**src/rtl/aes_seq_pkg.sv**
```systemverilog
// Shared constants and state encoding for the AES job sequencer.
// Register map, bit positions and key word counts of the AES core port.
package aes_seq_pkg;

    localparam logic [7:0] ADDR_CTRL    = 8'h08;
    localparam logic [7:0] ADDR_STATUS  = 8'h09;
    localparam logic [7:0] ADDR_CONFIG  = 8'h0a;
    localparam logic [7:0] ADDR_KEY0    = 8'h10;
    localparam logic [7:0] ADDR_BLOCK0  = 8'h20;
    localparam logic [7:0] ADDR_RESULT0 = 8'h30;

    localparam int CTRL_INIT_BIT     = 0;
    localparam int CTRL_NEXT_BIT     = 1;
    localparam int STATUS_READY_BIT  = 0;
    localparam int STATUS_VALID_BIT  = 1;
    localparam int CONFIG_ENCDEC_BIT = 0;
    localparam int CONFIG_KEYLEN_BIT = 1;

    localparam int KEY_WORDS_128 = 4;
    localparam int KEY_WORDS_256 = 8;

    typedef enum logic [3:0] {
        ST_IDLE,
        ST_WR_CFG,
        ST_WR_KEY,
        ST_INIT,
        ST_POLL_RDY,
        ST_WR_BLK,
        ST_NEXT,
        ST_POLL_VLD,
        ST_RD_RES,
        ST_DONE
    } state_t;

endpackage

```
**src/rtl/aes_job_sequencer.sv**
```systemverilog
// Bus master that runs one AES job end to end on the core register port,
// skipping key expansion when the previously expanded key is reused.
module aes_job_sequencer
    import aes_seq_pkg::*;
#(
    parameter int POLL_TIMEOUT = 1024,
    parameter int TIMER_W      = 11
) (
    input  logic         clk,
    input  logic         reset_n,
    input  logic         job_valid,
    output logic         job_ready,
    input  logic [255:0] job_key,
    input  logic         job_keylen,
    input  logic         job_encdec,
    input  logic [127:0] job_block,
    output logic         res_valid,
    input  logic         res_ready,
    output logic [127:0] res_data,
    output logic         res_error,
    output logic         cs,
    output logic         we,
    output logic [7:0]   address,
    output logic [31:0]  write_data,
    input  logic [31:0]  read_data,
    output logic         busy
);

    state_t r_state;
    state_t w_next;

    logic [255:0]       r_key;
    logic               r_keylen;
    logic               r_encdec;
    logic [127:0]       r_blk;
    logic [255:0]       r_cache_key;
    logic               r_cache_keylen;
    logic               r_cache_valid;
    logic [127:0]       r_res;
    logic               r_err;
    logic               r_live;
    logic [2:0]         r_idx;
    logic [TIMER_W-1:0] r_timer;

    logic       w_hit;
    logic       w_key_eq;
    logic       w_timeout;
    logic [2:0] w_key_last;

    assign w_key_eq   = r_keylen ? (r_cache_key == r_key)
                                 : (r_cache_key[255:128] == r_key[255:128]);
    assign w_hit      = r_cache_valid && (r_cache_keylen == r_keylen) && w_key_eq;
    assign w_timeout  = (r_timer == TIMER_W'(POLL_TIMEOUT - 1));
    assign w_key_last = r_keylen ? 3'(KEY_WORDS_256 - 1) : 3'(KEY_WORDS_128 - 1);

    // r_live keeps job_ready low while reset is asserted
    assign job_ready = r_live && (r_state == ST_IDLE);
    assign busy      = (r_state != ST_IDLE);
    assign res_valid = (r_state == ST_DONE);
    assign res_error = res_valid && r_err;
    assign res_data  = r_res;

    always_ff @(posedge clk or negedge reset_n) begin
        if (!reset_n) begin
            r_state <= ST_IDLE;
        end else begin
            r_state <= w_next;
        end
    end

    always_comb begin
        w_next     = r_state;
        cs         = 1'b0;
        we         = 1'b0;
        address    = 8'h00;
        write_data = 32'h0;
        unique case (r_state)
            ST_IDLE: begin
                if (job_valid && r_live) w_next = ST_WR_CFG;
            end
            ST_WR_CFG: begin
                cs = 1'b1;
                we = 1'b1;
                address = ADDR_CONFIG;
                write_data[CONFIG_ENCDEC_BIT] = r_encdec;
                write_data[CONFIG_KEYLEN_BIT] = r_keylen;
                w_next = w_hit ? ST_WR_BLK : ST_WR_KEY;
            end
            ST_WR_KEY: begin
                cs = 1'b1;
                we = 1'b1;
                address = ADDR_KEY0 + {5'b0, r_idx};
                write_data = r_key[{~r_idx, 5'b0} +: 32];
                if (r_idx == w_key_last) w_next = ST_INIT;
            end
            ST_INIT: begin
                cs = 1'b1;
                we = 1'b1;
                address = ADDR_CTRL;
                write_data[CTRL_INIT_BIT] = 1'b1;
                w_next = ST_POLL_RDY;
            end
            ST_POLL_RDY: begin
                cs = 1'b1;
                address = ADDR_STATUS;
                if (read_data[STATUS_READY_BIT]) w_next = ST_WR_BLK;
                else if (w_timeout) w_next = ST_DONE;
            end
            ST_WR_BLK: begin
                cs = 1'b1;
                we = 1'b1;
                address = ADDR_BLOCK0 + {6'b0, r_idx[1:0]};
                write_data = r_blk[{~r_idx[1:0], 5'b0} +: 32];
                if (r_idx[1:0] == 2'd3) w_next = ST_NEXT;
            end
            ST_NEXT: begin
                cs = 1'b1;
                we = 1'b1;
                address = ADDR_CTRL;
                write_data[CTRL_NEXT_BIT] = 1'b1;
                w_next = ST_POLL_VLD;
            end
            ST_POLL_VLD: begin
                cs = 1'b1;
                address = ADDR_STATUS;
                if (read_data[STATUS_VALID_BIT]) w_next = ST_RD_RES;
                else if (w_timeout) w_next = ST_DONE;
            end
            ST_RD_RES: begin
                cs = 1'b1;
                address = ADDR_RESULT0 + {6'b0, r_idx[1:0]};
                if (r_idx[1:0] == 2'd3) w_next = ST_DONE;
            end
            ST_DONE: begin
                if (res_ready) w_next = ST_IDLE;
            end
            default: w_next = ST_IDLE;
        endcase
    end

    always_ff @(posedge clk or negedge reset_n) begin
        if (!reset_n) begin
            r_key          <= '0;
            r_keylen       <= 1'b0;
            r_encdec       <= 1'b0;
            r_blk          <= '0;
            r_cache_key    <= '0;
            r_cache_keylen <= 1'b0;
            r_cache_valid  <= 1'b0;
            r_res          <= '0;
            r_err          <= 1'b0;
            r_live         <= 1'b0;
            r_idx          <= 3'd0;
            r_timer        <= '0;
        end else begin
            r_live <= 1'b1;
            if (job_ready && job_valid) begin
                r_key    <= job_key;
                r_keylen <= job_keylen;
                r_encdec <= job_encdec;
                r_blk    <= job_block;
                r_err    <= 1'b0;
            end
            if (w_next != r_state) begin
                r_idx <= 3'd0;
            end else if (r_state == ST_WR_KEY || r_state == ST_WR_BLK ||
                         r_state == ST_RD_RES) begin
                r_idx <= r_idx + 3'd1;
            end
            // poll budget restarts whenever a poll state is entered
            if (w_next != r_state) begin
                r_timer <= '0;
            end else if (r_state == ST_POLL_RDY || r_state == ST_POLL_VLD) begin
                r_timer <= r_timer + TIMER_W'(1);
            end
            if (r_state == ST_POLL_RDY && read_data[STATUS_READY_BIT]) begin
                r_cache_valid  <= 1'b1;
                r_cache_key    <= r_key;
                r_cache_keylen <= r_keylen;
            end
            if ((r_state == ST_POLL_RDY || r_state == ST_POLL_VLD) &&
                w_next == ST_DONE) begin
                r_err         <= 1'b1;
                r_res         <= '0;
                r_cache_valid <= 1'b0;
            end
            if (r_state == ST_RD_RES) begin
                r_res[{~r_idx[1:0], 5'b0} +: 32] <= read_data;
            end
        end
    end

endmodule

```
**config.mk**
```make
export PLATFORM = sky130hd
export DESIGN_NAME = aes_job_sequencer
export DESIGN_NICKNAME = d
export VERILOG_FILES = /design/src/rtl/aes_seq_pkg.sv /design/src/rtl/aes_job_sequencer.sv
export SDC_FILE = /design/constraint.sdc
export NUM_CORES = 1
export LEC_CHECK = 0
export CAP_MARGIN = 5
export CELL_PAD_IN_SITES_DETAIL_PLACEMENT = 1
export CELL_PAD_IN_SITES_GLOBAL_PLACEMENT = 1
export CORE_ASPECT_RATIO = 1.2
export CORE_MARGIN = 10
export CORE_UTILIZATION = 40
export DETAILED_ROUTE_END_ITERATION = 10
export GPL_TIMING_DRIVEN = 0
export PLACE_DENSITY = 0.74
export SYNTH_ARGS = -nofsm -noshare
export SYNTH_HDL_FRONTEND = slang
export SYNTH_SLANG_ARGS = --single-unit
```
**constraint.sdc**
```tcl
create_clock -name clk -period 8.6 [get_ports clk]
set_clock_uncertainty 0.05 [all_clocks]
set_input_delay 2.58 -clock clk [delete_from_list [all_inputs] [get_ports clk]]
set_output_delay 2.58 -clock clk [all_outputs]
set_load 0.01 [all_outputs]
```
-- Word level (Yosys, flattened, before mapping)
Index checks and enable logic that the tools add are counted.
- $add $sub $neg: 6
- eq/ne operators: 17
- shifts and indexed selects: 4
- muxes and demuxes: 29
- bitwise operators: 2
- reductions and logical operators: 21
- operators with widths (operator ; count):
    equality test 256 bit ; 1
    2-to-1 mux 128 bit ; 2
    variable part select 256 x 9 -> 32 bit ; 1
    bitwise mux 128 bit ; 1
    equality test 128 bit ; 1
    variable shift 32 x 9 -> 128 bit (first input constant) ; 1
    variable part select 128 x 8 -> 32 bit ; 1
    variable part select 32 x 9 -> 128 bit ; 1
    one-hot mux 30 bit (2 select lines) ; 1
    one-hot mux 7 bit (6 select lines) ; 1
    one-hot mux 4 bit (10 select lines) ; 1
    2-to-1 mux 4 bit ; 8
    2-to-1 mux 11 bit ; 2
    equality test 4 x 3 -> 1 bit (second input constant) ; 4
    adder 6 x 2 -> 7 bit (first input constant) ; 2
    equality test 4 bit (second input constant) ; 3
    2-to-1 mux 3 bit ; 4
    adder 11 x 1 -> 11 bit (second input constant) ; 1
    equality test 11 x 10 -> 1 bit (second input constant) ; 1
    negation 7 -> 9 bit ; 1
    equality test 4 x 2 -> 1 bit (second input constant) ; 2
    logical AND 1 bit ; 8
    one-hot mux 1 bit (4 select lines) ; 2
    nonzero test 2 bit ; 4
    16 further kinds ; 25
- bits in registers: 792
- bits of input ports: 422

-- Longest topological paths before layout
Gate-level depths: netlist of the first run.
- depth in word-level cells: 10
- gate-level depth with buffers: 10
- gate-level depth less buffers: 8

-- Worst setup path after synthesis of the first run
Ideal clock, no wire load.
- path kind: register to output
- start point: register r_idx[0]
- end point: output port write_data[11]
- arrival time: 1.942 ns
- required time: 5.970 ns
- slack: 4.028 ns
- cell stages (with the launch flop): 7
- buffers on the path: 3
- cell sequence: dfrtp_1 -> clkbuf_1 -> buf_2 -> buf_1 -> mux4_2 -> nand3_1 -> o21ai_0
- word-level cells in the longest chain between the ends: 3
- elaborated cells on any way between the ends: 5
- those cells by class: shift: 2; mux: 1; bitwise: 2
- RTL lines (element ; RTL line ; text):
    start: declaration ; aes_job_sequencer.sv:42 ; logic [2:0] r_idx;
    start signal: assignment ; aes_job_sequencer.sv:168 ; r_idx <= r_idx + 3'd1;
    inverter 3 bit or inverter 2 bit (tied branches) ; aes_job_sequencer.sv:93, aes_job_sequencer.sv:113 ;
    variable part select 256 x 9 -> 32 bit or variable part select 128 x 8 -> 32 bit (tied branches) ; aes_job_sequencer.sv:93, aes_job_sequencer.sv:113 ;
    one-hot mux 30 bit (2 select lines) (*) ; aes_job_sequencer.sv:77 ; unique case (r_state)
    end: declaration ; aes_job_sequencer.sv:24 ; output logic [31:0] write_data,
Mark *: on every way between the ends. The rest lies on a longest branch, timed or not.

-- Final worst setup path of the first run
- start point: register r_idx[1]
- end point: output port write_data[17]
Same word-level chain as after synthesis.

==> results of run 1 <==
[worst max-delay path, stage by stage, from the launching register on]
cell,delay [ns]
dfrtp_1,0.42
clkbuf_1,0.56
clkbuf_1,0.79
buf_1,0.63
mux4_2,0.36
nand3_1,0.22
o21ai_0,0.35
clkdlybuf4s50_1,0.72
[metal layers]
metal	global-route usage, %	part of all wire (%)	wire length, um
met1	33.3	39	56700
met2	47.4	50	71400
met3	6.36	6.6	9570
met4	12.2	4.4	6410
met5	0	0.055	80
[cell type report]
type	count	share of cell area (%)
repair buffers	601	13.3
multi-input cells	1513	32.7
diodes	9	0.0488
well taps	1159	3.14
clock inverters	25	0.499
inverters	42	0.342
clock buffers	124	5.41
plain buffers	143	1.56
flip-flops and latches	792	43.0
[synthesized netlist by cell type, types with 41 or more instances]
| cell | instances |
|---|---|
| xnor2_1 | 200 |
| nor2b_1 | 41 |
| mux2_2 | 620 |
| nand2b_1 | 41 |
| buf_2 | 50 |
| o21ai_0 | 55 |
| dfrtp_1 | 792 |
| nand4_1 | 56 |
| mux4_2 | 96 |
| a22o_1 | 130 |
| clkbuf_1 | 71 |
[kinds of logic (layout without fill, tap and decap cells)]
group                    count (synthesis)  in the layout  share of synthesized area [%]
flip-flops                             792            792                           55.4
buffers and inverters                  185            935                           2.46
AO/OA/AOI/OAI                          252            252                           5.63
multiplexers                           750            750                           26.5
adder cells (fa/ha/maj)                  6              6                          0.210
other                                    2             12                         0.0210
AND/OR/NAND/NOR                        293            293                           4.62
XOR/XNOR                               209            209                           5.12
[power groups by stage]
stage	combinational (mW)	clock [mW]	sequential (mW)
2_1_floorplan	4.20	0	6.39
3_3_place_gp	6.58	0	7.02
3_5_place_dp	6.76	0	7.12
4_1_cts	6.84	3.71	7.08
5_1_grt	7.19	3.87	7.29
6_report	6.82	3.65	7.14
[through the flow]
step | power [mW] | cells
floorplan | 10.6 | 2490
global placement | 13.6 | 4242
detailed placement | 13.9 | 4250
global route | 18.4 | 4408
finish | 17.6 | 4408
CTS | 17.6 | 4399
[final timing paths]
check | from | endpoint | slack, ns | cells after the start
max in group asynchronous | reset_n | r_blk[100]$_DFFE_PN0P_ | 4.56 | 4
min in group asynchronous | reset_n | r_key[20]$_DFFE_PN0P_ | 1.80 | 1
worst max-delay path | r_idx[1]$_DFFE_PN0P_ | write_data[17] | 1.24 | 7
worst min-delay path | res_data[105]$_DFF_PN0_ | res_data[105]$_DFF_PN0_ | 0.45 | 1
worst min register to register | res_data[105]$_DFF_PN0_ | res_data[105]$_DFF_PN0_ | 0.45 | 1
worst max register to register | r_idx[1]$_DFFE_PN0P_ | res_data[121]$_DFF_PN0_ | 3.59 | 9
[registers in the layout, summed over array words and instances (netlist names), 3 cells and up]
| register | count |
|---|---|
| r_idx | 3 |
| r_key | 256 |
| res_data | 128 |
| r_cache_key | 256 |
| r_state | 4 |
| r_timer | 11 |
| r_blk | 128 |
==> flow_summary_export.csv, run 1 <==
group,metric,value,unit
sta,setup_viol,0,
sta,fin_hold_ws,0.447,ns
outcome,status,"finished clean",
route,wire_per_inst,32.7,um
synth,synth_area_leaders,"dfrtp_1 55%, mux2_2 20%, mux4_2 6.0%, xnor2_1 4.9%, a22o_1 3.2%",
place,placement.io_buffers,593,
cells_and_area,num-fill-cells,8744,
sta,final.setup.tns,0,ns
synth,synth_area,0.0358,mm^2
power,p_sw_share,37.9,%
synth,synth-edff-count,0,
clocking,cts-htree-levels,3,
die,rows,120,
synth,ys_seq_area_share,55.4,%
grt,grt_pass1_vias,28000,
grt,grt_max_degree,129,
clocking,cts_setup_buffers,0,
route,wirelength,144000,um
setup_path,worstPathArrival,4.73,ns
sta,period_minus_slack,7.36,ns
grt,grt_antenna_before_repair,17,
setup_path,worstPathMaxFanout,10,
power,power_density,382,mW/mm^2
clocking,root_buffer,"clkbuf_16",
sta,setup_slack,1.24,ns
die,start_util,40.2,%
sta,hold_viol_final,0,
cells_and_area,fin_util,51.8,%
sta,max_freq,136,MHz
route,drc,0,
clocking,cts.hold.buffers_added,0,
die,die_area,0.102,mm^2
cells_and_area,final_common_cell,"dfrtp_1",
route,routed-via-count,25200,
setup_path,end_kind,"output port",
synth,yosys_warnings,0,
cells_and_area,fin_area,0.0461,mm^2
synth,synthCells,2489,
synth,synth_area_leader_cell,"dfrtp_1",
power,combPwrFrac,38.7,%
route,drt-initial-drc-count,1738,
synth,async_flop_share,100,%
route,first_pass_iters,5,
place,gp_congestion,0.932,
cells_and_area,final_cell_mix,"792 x dfrtp_1, 620 x mux2_2, 592 x clkdlybuf4s50_1, 200 x xnor2_1, 130 x a22o_1",
setup_path,critPathRequiredTime,5.97,ns
grt,gr-total-overflow,0,
clocking,cts_buffers,85,
synth,syn_area_per_cell,14.4,um^2
power,seqPwrFrac,40.6,%
clocking,post_cts_resized,0,
clocking,clkTransAtPathRegs,0.07,ns
die,die_h,348,um
die,io_pins,596,
synth,synth_top_area_share,55.4,%
cells_and_area,seq_area,0.0198,mm^2
sta,rsz0062_at_grt,"no",
power,leakagePower,19.2,nW
grt,grt_pass1_wl,206000,um
power,p_clk_share,20.8,%
route,viasPerCell,5.71,
sta,finalMaxSlewViolations,0,
place,dp_hpwl,112000,um
sta,worstMarginPinSlew,1.13,ns
cells_and_area,area_growth,28.9,%
hold_path,hold_class,"reg2reg",
sta,fin_crit_sh,85.6,%
place,postPlaceCellArea,0.0434,mm^2
synth,ys_ff_latch,792,
grt,grt_util_all_layers,27.8,%
setup_path,crit_path_start_kind,"register",
clocking,clk_path_buf_depth,3,
cells_and_area,multi_input_area,0.0151,mm^2
cells_and_area,drive_gt1_share,29.1,%
synth,ys_types,55,
route,ant_nets,0,
sta,maxSlewHeadroom,24.5,%
cells_and_area,layout.nets,3606,
die,fp.dieW,293,um
clocking,clk_latency,0.66,ns
flow_run,cap_violations,0,
die,core,0.0890,mm^2
power,cell_internal_pwr,10.9,mW
clocking,cts_tree,"built",
power,ir_drop,0.185,mV
synth,synth_flop_cell,"dfrtp_1",
power,power.switching,6.67,mW
setup_path,path_class,"reg2out",
place,post-place-ws,1.84,ns
clocking,clock-sinks,792,
Power figures use the tool's default switching activity.
==> run 2: changes to the inputs <==
- CTS_BUF_LIST: default -> sky130_fd_sc_hd__clkbuf_8
- PLACE_DENSITY: 0.74 -> 0.77
- clock period: 8.6 -> 6.15 ns (I/O delays scaled with it)
==> flow_summary_export.csv, run 2 (synthesis results as in run 1) <==
group,metric,value,unit
sta,max_freq,165,MHz
sta,final.setup.tns,0,ns
outcome,status,"finished clean",
setup_path,path_class,"reg2out",
clocking,cts_buffers,137,
grt,grt_pass1_wl,206000,um
setup_path,crit_path_start_kind,"register",
clocking,clock-sinks,792,
die,core,0.0890,mm^2
clocking,cts-htree-levels,4,
die,rows,120,
sta,rsz0062_at_grt,"no",
power,power_density,532,mW/mm^2
setup_path,end_kind,"output port",
setup_path,worstPathArrival,4.16,ns
cells_and_area,area_growth,29.3,%
sta,hold_viol_final,0,
sta,maxSlewHeadroom,19.5,%
clocking,cts.hold.buffers_added,0,
route,first_pass_iters,5,
die,die_h,348,um
grt,grt_pass1_vias,28400,
grt,grt_max_degree,122,
sta,worstMarginPinSlew,1.21,ns
route,viasPerCell,5.71,
cells_and_area,top_regs,"r_cache_key (256), r_key (256)",
route,wirelength,145000,um
die,io_pins,596,
route,ant_nets,0,
setup_path,critPathRequiredTime,4.26,ns
clocking,root_buffer,"clkbuf_8",
place,placement.io_buffers,593,
hold_path,hold_class,"reg2reg",
cells_and_area,drive_gt1_share,30.8,%
clocking,clk_path_buf_depth,3,
setup_path,worstPathMaxFanout,10,
die,start_util,40.2,%
power,ir_drop,0.271,mV
route,drc,0,
route,drt-initial-drc-count,1854,
cells_and_area,layout.nets,3658,
sta,finalMaxSlewViolations,0,
power,leakagePower,19.5,nW
sta,setup_viol,0,
route,wire_per_inst,32.2,um
cells_and_area,final_cell_mix,"792 x dfrtp_1, 620 x mux2_2, 592 x clkdlybuf4s50_1, 200 x xnor2_1, 176 x clkbuf_8",
cells_and_area,num-fill-cells,8771,
sta,period_minus_slack,6.05,ns
grt,grt_util_all_layers,28.0,%
die,die_area,0.102,mm^2
flow_run,cap_violations,0,
clocking,cts_tree,"built",
grt,gr-total-overflow,0,
route,routed-via-count,25700,
clocking,clk_latency,0.82,ns
power,p_total,24.6,mW
cells_and_area,final_common_cell,"dfrtp_1",
die,fp.dieW,293,um
place,gp_congestion,0.943,
place,dp_hpwl,113000,um
clocking,cts_setup_buffers,0,
grt,grt_antenna_before_repair,12,
sta,fin_crit_sh,98.4,%
clocking,clkTransAtPathRegs,0.06,ns
[run 2: layout make-up]
cell class              instances  area (um^2)  share of cell area [%]
inverters                      42          158                   0.341
plain buffers                 143          743                    1.61
flip-flops and latches        792        19800                    42.9
well taps                    1159         1450                    3.14
multi-input cells            1513        15100                    32.6
diodes                          6         15.0                  0.0325
repair buffers                601         6150                    13.3
clock inverters                70          408                   0.882
clock buffers                 176         2420                    5.24
[run 2: final timing paths]
| path | startpoint | endpoint | slack, ns | depth (start not counted) |
|---|---|---|---|---|
| setup / recovery | r_idx[0]$_DFFE_PN0P_ | write_data[26] | 0.1 | 7 |
| hold / removal | res_data[109]$_DFF_PN0_ | res_data[109]$_DFF_PN0_ | 0.45 | 1 |
| setup reg to reg | r_idx[1]$_DFFE_PN0P_ | res_data[125]$_DFF_PN0_ | 1.82 | 9 |
| hold reg to reg | res_data[109]$_DFF_PN0_ | res_data[109]$_DFF_PN0_ | 0.45 | 1 |
| max in group asynchronous | reset_n | res_data[3]$_DFF_PN0_ | 2.91 | 5 |
| min in group asynchronous | reset_n | r_key[87]$_DFFE_PN0P_ | 1.04 | 2 |
[run 2: routing by layer]
metal  GRT usage (%)  vias to the layer above  wire length (um)  share of wire, %
met3            7.06                      320             10600               7.3
li1                -                    10600                 -                 -
met2            46.5                     1113             70400                48
met5               0                        -                40             0.028
met1            32.9                    13700             55900                38
met4            15.8                        6              8340               5.7
[run 2: repair_timing]
item | in CTS | in global routing
gates resized for setup | 15 | 4
cloned | 0 | 0
endpoints found under the setup margin | 33 | 4
[run 2: metrics by stage]
step	util, %	setup slack, ns	cells	cell area, um^2	hold slack, ns
after floorplan	-	2.31	2490	35800	0.391
final	51.9	0.0954	4502	46200	0.447
after global routing	51.9	0.0370	4501	46200	0.468
after CTS	51.9	-0.0219	4496	46200	0.453
after detailed placement	48.7	0.0395	4250	43400	0.435
after global placement	48.5	-31.99	4242	43200	0.431
[run 2: worst max-delay path: stages, from the launching register on]
cell and delay (ns):
dfrtp_1 0.41, clkbuf_1 0.25, clkbuf_4 0.35, buf_4 0.34, mux4_2 0.58, mux2i_1 0.42, o21ai_0 0.38, clkdlybuf4s50_1 0.59
[run 2: power by group]
group | total, mW | internal [mW] | leakage [nW] | switching, mW
sequential | 10.0 | 7.51 | 9.76 | 2.49
clock | 4.96 | 2.67 | 1.62 | 2.29
combinational | 9.64 | 4.91 | 8.13 | 4.73
==> run 3: changes to the inputs <==
- CTS_CLUSTER_SIZE: default -> 20
- PLACE_DENSITY: 0.77 -> 0.78
- REMOVE_ABC_BUFFERS: default -> 1
==> flow_summary_export.csv, run 3 (synthesis results as in run 1) <==
group,metric,value,unit
outcome,status,"finished clean",
cells_and_area,final_cell_mix,"790 x dfrtp_1, 620 x mux2_2, 592 x clkdlybuf4s50_1, 200 x xnor2_1, 157 x clkbuf_8",
setup_path,end_kind,"output port",
cells_and_area,num-fill-cells,8744,
clocking,post_cts_resized,0,
cells_and_area,drive_gt1_share,29.9,%
sta,rsz0062_at_grt,"no",
setup_path,path_class,"reg2out",
clocking,clk_path_buf_depth,3,
clocking,cts_setup_buffers,0,
grt,grt_max_degree,128,
setup_path,r2r_end,"res_data[104]$_DFF_PN0_",
clocking,clkTransAtPathRegs,0.06,ns
place,dp_hpwl,92800,um
route,wirelength,124000,um
clocking,cts_tree,"built",
cells_and_area,multi_input_area,0.0151,mm^2
clocking,cts_buffers,133,
route,first_pass_iters,4,
setup_path,crit_buf_inv,3,
sta,fin_hold_ws,0.435,ns
setup_path,cp_top_family,"buffers and inverters",
setup_path,crit_chain,"buf_16, buf_16, mux4_2, mux2i_1, o22ai_1, clkdlybuf4s50_1",
cells_and_area,final_common_cell,"dfrtp_1",
grt,grt_pass1_wl,181000,um
route,viasPerCell,5.53,
cells_and_area,seq_area,0.0198,mm^2
setup_path,crit_path_start_kind,"register",
cells_and_area,layout.nets,3537,
flow_run,cap_violations,0,
setup_path,cpMostUsedCell,"buf_16",
setup_path,slowest_delay,0.67,ns
route,drc,0,
grt,gr-total-overflow,0,
clocking,root_buffer,"clkbuf_8",
sta,worstMarginPinSlew,1.14,ns
die,die_h,348,um
route,wl_met3,9050,um
sta,setup_viol,0,
sta,fin_crit_sh,92.5,%
setup_path,worst_r2r_path_depth,7,
setup_path,r2r-start,"r_state[0]$_DFF_PN0_",
die,start_util,40.2,%
setup_path,worstPathArrival,3.79,ns
sta,hold_viol_final,0,
place,gp_congestion,0.856,
setup_path,critPathRequiredTime,4.26,ns
setup_path,worstPathMaxFanout,37,
grt,grt_antenna_before_repair,44,
die,core,0.0890,mm^2
clocking,cts.hold.buffers_added,0,
clocking,cts-htree-levels,4,
setup_path,startpoint,"r_idx[0]$_DFFE_PN0P_",
place,postPlaceCellArea,0.0432,mm^2
power,ir_drop,0.249,mV
cells_and_area,top_regs,"r_cache_key (256), r_key (256)",
die,fp.dieW,293,um
setup_path,cp_num_cells,6,
die,io_pins,596,
place,placement.io_buffers,593,
setup_path,crit_end,"write_data[1]",
die,rows,120,
sta,finalMaxSlewViolations,0,
power,leakagePower,19.2,nW
power,power_density,510,mW/mm^2
sta,maxSlewHeadroom,23.7,%
die,die_area,0.102,mm^2
grt,grt_pass1_vias,27100,
grt,grt_util_all_layers,23.9,%
route,routed-via-count,24200,
route,drt-initial-drc-count,1335,
cells_and_area,fin_area,0.0458,mm^2
setup_path,reg2reg_slack,2.38,ns
clocking,clk_latency,0.78,ns
sta,period_minus_slack,5.69,ns
clocking,clock-sinks,792,
sta,max_freq,176,MHz
hold_path,hold_class,"reg2reg",
route,top_layer,"met5",
route,ant_nets,0,
route,wire_per_inst,28.4,um
route,dr_wl_met2,63100,um
cells_and_area,area_growth,28.0,%
setup_path,slowest_stage,"clkdlybuf4s50_1",
route,wl_met1,46900,um
run 3: cell types whose count changed in the layout (fill, tap and decap cells not counted), moves of 8 or more:
| cell | delta |
|---|---|
| clkbuf_1 | -64 |
| buf_16 | +11 |
| buf_2 | -45 |
| clkinv_2 | -9 |
| clkbuf_8 | -19 |
| clkbuf_2 | -8 |
| diode_2 | +16 |
| buf_6 | -11 |
run 3: layout make-up:
cell class | count | share of cell area, %
multi-input combinational | 1513 | 33.0
sequential | 792 | 43.3
antenna | 22 | 0.120
tap | 1159 | 3.17
clock inverter | 62 | 0.814
clock buffer | 157 | 4.72
timing repair buffer | 627 | 14.5
inverter | 42 | 0.344
run 3: stage by stage:
| stage | utilization [%] | total power [mW] | std cells | setup TNS (ns) | setup slack [ns] |
|---|---|---|---|---|---|
| after detailed placement | 48.5 | 18.8 | 4133 | 0 | 1.19 |
| after CTS | 51.4 | 23.6 | 4352 | 0 | 0.286 |
| after global routing | 51.4 | 24.6 | 4369 | 0 | 0.219 |
| after global placement | 47.7 | 18.9 | 4099 | - | -31.69 |
| after floorplan | - | 15.2 | 2347 | -1799.42 | -4.62 |
| final | 51.4 | 23.3 | 4374 | 0 | 0.463 |
run 3: layer usage:
| metal | track usage (%) | up-vias |
|---|---|---|
| met5 | 0 | - |
| met4 | 11.4 | 40 |
| met3 | 7.68 | 252 |
| met2 | 40.9 | 847 |
| met1 | 26.8 | 12700 |
| li1 | - | 10400 |
run 3: power by group:
part           total, mW  switching [mW]  internal (mW)
clock               4.60            2.20           2.40
sequential          9.89            2.38           7.51
combinational       8.85            3.93           4.92
total               23.3            8.51           14.8
run 3: worst min-delay path by stage:
| stage | start | to | cells after the start |
|---|---|---|---|
| global route | r_err$_DFFE_PN0P_ | r_err$_DFFE_PN0P_ | 1 |
| floorplan | r_err$_DFFE_PN0P_ | r_err$_DFFE_PN0P_ | 1 |
| CTS | r_err$_DFFE_PN0P_ | r_err$_DFFE_PN0P_ | 1 |
| global placement | r_err$_DFFE_PN0P_ | r_err$_DFFE_PN0P_ | 1 |
| detailed placement | r_err$_DFFE_PN0P_ | r_err$_DFFE_PN0P_ | 1 |
| finish | r_err$_DFFE_PN0P_ | r_err$_DFFE_PN0P_ | 1 |
